$ cat src/rtl/bram_arb_pkg.sv
// Shared constants and helpers for the block-RAM arbiter.
package bram_arb_pkg;

   localparam int unsigned MAX_NREQ = 8;
   localparam int unsigned IDX_W    = $clog2(MAX_NREQ);

   function automatic logic [IDX_W-1:0] onehot2idx(input logic [MAX_NREQ-1:0] onehot);
      logic [IDX_W-1:0] idx;
      idx = '0;
      for (int unsigned i = 0; i < MAX_NREQ; i++) begin
         if (onehot[i]) idx = idx | IDX_W'(i);
      end
      return idx;
   endfunction

endpackage

$ cat src/rtl/rr_arbiter.sv
// Round-robin arbiter: search starts one past the last winner and wraps.
module rr_arbiter
   import bram_arb_pkg::*;
#(
   parameter int unsigned P_N = 2
) (
   input  logic           clk,
   input  logic           rst_n,
   input  logic [P_N-1:0] req,
   output logic [P_N-1:0] gnt
);

   localparam int unsigned IW = (P_N > 1) ? $clog2(P_N) : 1;

   logic [IW-1:0] last_q;
   logic [IW-1:0] last_d;
   logic          found;
   int unsigned   j;

   // Rotating priority search; nothing is granted while in reset.
   always_comb begin
      gnt   = '0;
      found = 1'b0;
      j     = 0;
      if (rst_n) begin
         for (int unsigned k = 1; k <= P_N; k++) begin
            j = (32'(last_q) + k) % P_N;
            if (!found && req[IW'(j)]) begin
               gnt[IW'(j)] = 1'b1;
               found       = 1'b1;
            end
         end
      end
   end

   always_comb begin
      last_d = last_q;
      if (|gnt) last_d = IW'(onehot2idx(MAX_NREQ'(gnt)));
   end

   always_ff @(posedge clk or negedge rst_n) begin
      if (!rst_n) last_q <= IW'(P_N - 1);
      else        last_q <= last_d;
   end

endmodule

$ cat src/rtl/bram_arbiter.sv
// Shares a single-port registered-output block RAM between P_NREQ requesters.
module bram_arbiter
   import bram_arb_pkg::*;
#(
   parameter int unsigned P_NREQ  = 2,
   parameter int unsigned P_WIDTH = 32,
   parameter int unsigned P_SIZE  = 256
) (
   input  logic                          clk,
   input  logic                          rst_n,
   input  logic [P_NREQ-1:0]             req,
   input  logic [P_NREQ-1:0]             reqWe,
   input  logic [P_NREQ*$clog2(P_SIZE)-1:0] reqAddr,
   input  logic [P_NREQ*P_WIDTH-1:0]     reqData,
   output logic [P_NREQ-1:0]             gnt,
   output logic [P_NREQ-1:0]             rspValid,
   output logic [P_WIDTH-1:0]            rspData,
   output logic                          ramEn,
   output logic                          ramWe,
   output logic [$clog2(P_SIZE)-1:0]     ramAddr,
   output logic [P_WIDTH-1:0]            ramWData,
   input  logic [P_WIDTH-1:0]            ramRData
);

   localparam int unsigned AW = $clog2(P_SIZE);

   logic [P_NREQ-1:0]  gnt_w;
   logic [P_NREQ-1:0]  rsp_valid_q;
   logic               ram_we_c;
   logic [AW-1:0]      ram_addr_c;
   logic [P_WIDTH-1:0] ram_wdata_c;

   rr_arbiter #(.P_N(P_NREQ)) u_rr (
      .clk   (clk),
      .rst_n (rst_n),
      .req   (req),
      .gnt   (gnt_w)
   );

   // Steer the winner's fields onto the RAM pins; idle drives zeros.
   always_comb begin
      ram_we_c    = 1'b0;
      ram_addr_c  = '0;
      ram_wdata_c = '0;
      for (int unsigned i = 0; i < P_NREQ; i++) begin
         if (gnt_w[i]) begin
            ram_we_c    = reqWe[i];
            ram_addr_c  = reqAddr[i*AW +: AW];
            ram_wdata_c = reqData[i*P_WIDTH +: P_WIDTH];
         end
      end
   end

   // Response tag tracks the RAM's one-cycle read latency.
   always_ff @(posedge clk or negedge rst_n) begin
      if (!rst_n) rsp_valid_q <= '0;
      else        rsp_valid_q <= gnt_w;
   end

   assign gnt      = gnt_w;
   assign ramEn    = |gnt_w;
   assign ramWe    = ram_we_c;
   assign ramAddr  = ram_addr_c;
   assign ramWData = ram_wdata_c;
   assign rspValid = rsp_valid_q;
   assign rspData  = ramRData;

endmodule

$ cat config.mk
export PLATFORM = sky130hd
export DESIGN_NAME = bram_arbiter
export DESIGN_NICKNAME = d
export VERILOG_FILES = /design/src/rtl/bram_arb_pkg.sv /design/src/rtl/rr_arbiter.sv /design/src/rtl/bram_arbiter.sv
export SDC_FILE = /design/constraint.sdc
export NUM_CORES = 1
export LEC_CHECK = 0
export CAP_MARGIN = 40
export CORE_MARGIN = 2
export CORE_UTILIZATION = 28
export CTS_CLUSTER_SIZE = 16
export DETAILED_ROUTE_END_ITERATION = 10
export PLACE_DENSITY = 0.93
export SYNTH_ARGS = -nofsm -noshare
export SYNTH_HDL_FRONTEND = slang
export SYNTH_SLANG_ARGS = --single-unit
$ cat constraint.sdc
create_clock -name clk -period 2.1 [get_ports clk]
set_input_delay 0.21 -clock clk [delete_from_list [all_inputs] [get_ports clk]]
set_output_delay 0.21 -clock clk [all_outputs]
set_load 0.03 [all_outputs]
==> impl_metrics.toml <==
[outcome]
status = "finished clean"

[yosys]
ys_seq_area_share_pct = 5.105
synthCells = 191
synth_nets = 309
yosys_register_bits = 3
syn_area_per_cell_um2 = 7.828
ys_warn_count = 0
ys_top_cells_by_area = "o32ai_2 (42%), nand2_1 (21%), buf_4 (19%)"
syn_area_um2 = 1495
yosys.area.top_type = "o32ai_2"
synth.top_cell.area_share_pct = 42.43
synth_cell_types = 14

[sta]
worst_slack_ns = 0.2625
worst-slew-pin-transition_ns = 0.4126
max_freq_mhz = 544.2
relSlewSlack_pct = 72.49
tns_ns = 0
holdWs_ns = 0.02334
finalHoldViolations = 0
skew_ns = 0.0007005
setup_viol = 0
slew_violations = 0
finalCritPeriodShare_pct = 87.50
rsz0062_at_grt = "no"
period_needed_ns = 1.837

[clock_network]
clock_latency_ns = 0.21
cts_buffers = 3
tritoncts = "yes"
cts_setup_buffers = 0
clock-sinks = 3
root_buffer = "clkbuf_8"
postCtsResizedCells = 0
holdBufCountCts = 0
cts_htree_levels = 1
cts_buffer_depth = 2
clk_transition_reported_paths_ns = 0.03

[layout]
diodes = 0
area_delta_synth_final_pct = 68.45
fin_util_pct = 49.00
drive_above_1_share_pct = 35.36
fin_cells = 350
nets = 399
final_area_um2 = 2519

[route]
dr.pass1.iters = 4
drt-initial-drc-count = 71
wl_per_cell_um = 14.65
ant_nets = 0
drc = 0
routed_wl_um = 5129
vias_per_cell = 4.911
vias = 1719

[global_route]
grt_pass1_wl_um = 8335
grt_overflow = 0
grt_usage_pct = 16.72
antenna_found_initial = 0
grt_pass1_vias = 1715
grt_max_degree = 47

[power_and_ir_drop]
ir_worst_vdd_mv = 0.7142
power.density_nw_per_um2 = 383.2
finalPower_mw = 0.9652
leakagePower_nw = 1.012

[critical_path]
rr_endpoint = "rspValid[1]"
r2r_start = "u_rr.last_q"
worstSetupStartpointType = "input port"
worst_path_max_delay_cell = "clkdlybuf4s50_1"
ff2ff_setup_slack_ns = 0.86
max_stage_delay_ns = 0.56
worst-setup-path-type = "in -> out"
crit_required_ns = 1.89
cp.arrival_ns = 1.63
crit_top_cell = "buf_4"
worstRegToRegCells = 3
crit_chain = "clkdlybuf4s50_1 > inv_2 > buf_4 > o32ai_2 > buf_4"
end_kind = "output pin"
critical_path.max_fanout = 16

[die]
rows = 26
die_area_um2 = 5941
num_io_pins = 196
die_h_um = 77.08
die_x_um = 77.08
initial_utilization_pct = 29.09
core_um2 = 5140

[place]
gp_congestion = 0.7234
post-dp-hpwl_um = 3983
io_buffer_count = 131
place_area_um2 = 2474
pre_cts_ws_ns = 0.2803
numPlacedInstances = 346

[job]
drv_cap = 0

[hold_path]
hold_path.class = "in -> async"
## sequential cells by signal, summed over array words and instances, names as in the netlist
register,count
rspValid,2
u_rr.last_q,1
## cell usage after synthesis
| master | n |
|---|---|
| dfstp_2 | 1 |
| o32ai_2 | 39 |
| buf_2 | 8 |
| nor2b_1 | 1 |
| o32ai_1 | 2 |
| buf_4 | 37 |
| a21bo_2 | 1 |
| buf_6 | 7 |
| inv_1 | 2 |
| dfrtp_1 | 2 |
| nand2_1 | 83 |
| a22o_1 | 1 |
| nor2_1 | 4 |
| clkbuf_1 | 3 |
## cell families (layout without fill, tap and decap cells)
| logic type | Yosys count | in the layout | synth area share, % |
|---|---|---|---|
| and+or+nand+nor | 88 | 88 | 22.26 |
| buffers and inverters | 57 | 146 | 27.78 |
| AOI/OAI and AO/OA | 43 | 43 | 44.85 |
| DFF | 3 | 3 | 5.105 |
## cell usage in the layout, fill, tap and decap left out, drive strengths merged
| master | n |
|---|---|
| buf | 53 |
| clkdlybuf4s50 | 87 |
| nand2 | 83 |
| nor2 | 4 |
| a22o | 1 |
| o32ai | 41 |
| dfstp | 1 |
| inv | 2 |
| a21bo | 1 |
| nor2b | 1 |
| dfrtp | 2 |
| clkbuf | 4 |
## power by group
part           leakage [nW]  switching (mW)  internal (mW)
combinational         0.953           0.379          0.346
clock                0.0228          0.0381          0.129
sequential           0.0368         0.00559         0.0676
total                  1.01           0.422          0.543
## critical path, delay by kind of cell
| kind | cells | cell delay [ns] |
|---|---|---|
| buffers and inverters | 4 | 1.04 |
| AOI/OAI and AO/OA | 1 | 0.36 |
## layout make-up
| class | count | area, um2 |
|---|---|---|
| multi-input cells | 131 | 1011 |
| clock buffers | 4 | 45.04 |
| well taps | 70 | 87.58 |
| fillers | 491 | 2621 |
| repair buffers | 140 | 1291 |
| flip-flops and latches | 3 | 76.32 |
| inverters | 2 | 7.507 |
## routing by layer
layer  share of wire (%)  GRT usage, %
met2                  54         31.93
met5                   0             0
met4                 3.0         6.964
met1                  37         17.89
met3                 6.0         2.941
## worst max path at each step
stage	from	to	slack, ns	depth (start not counted)
after floorplan	u_rr.last_q	ramAddr[7]	0.37	3
after global placement	req[0]	ramAddr[7]	0.28	5
after detailed placement	req[0]	ramAddr[7]	0.28	5
after CTS	req[0]	ramAddr[2]	0.27	5
after global routing	req[0]	ramWData[4]	0.22	5
final	req[0]	ramAddr[2]	0.26	5
Note: power is estimated with default switching activity, not from simulation.
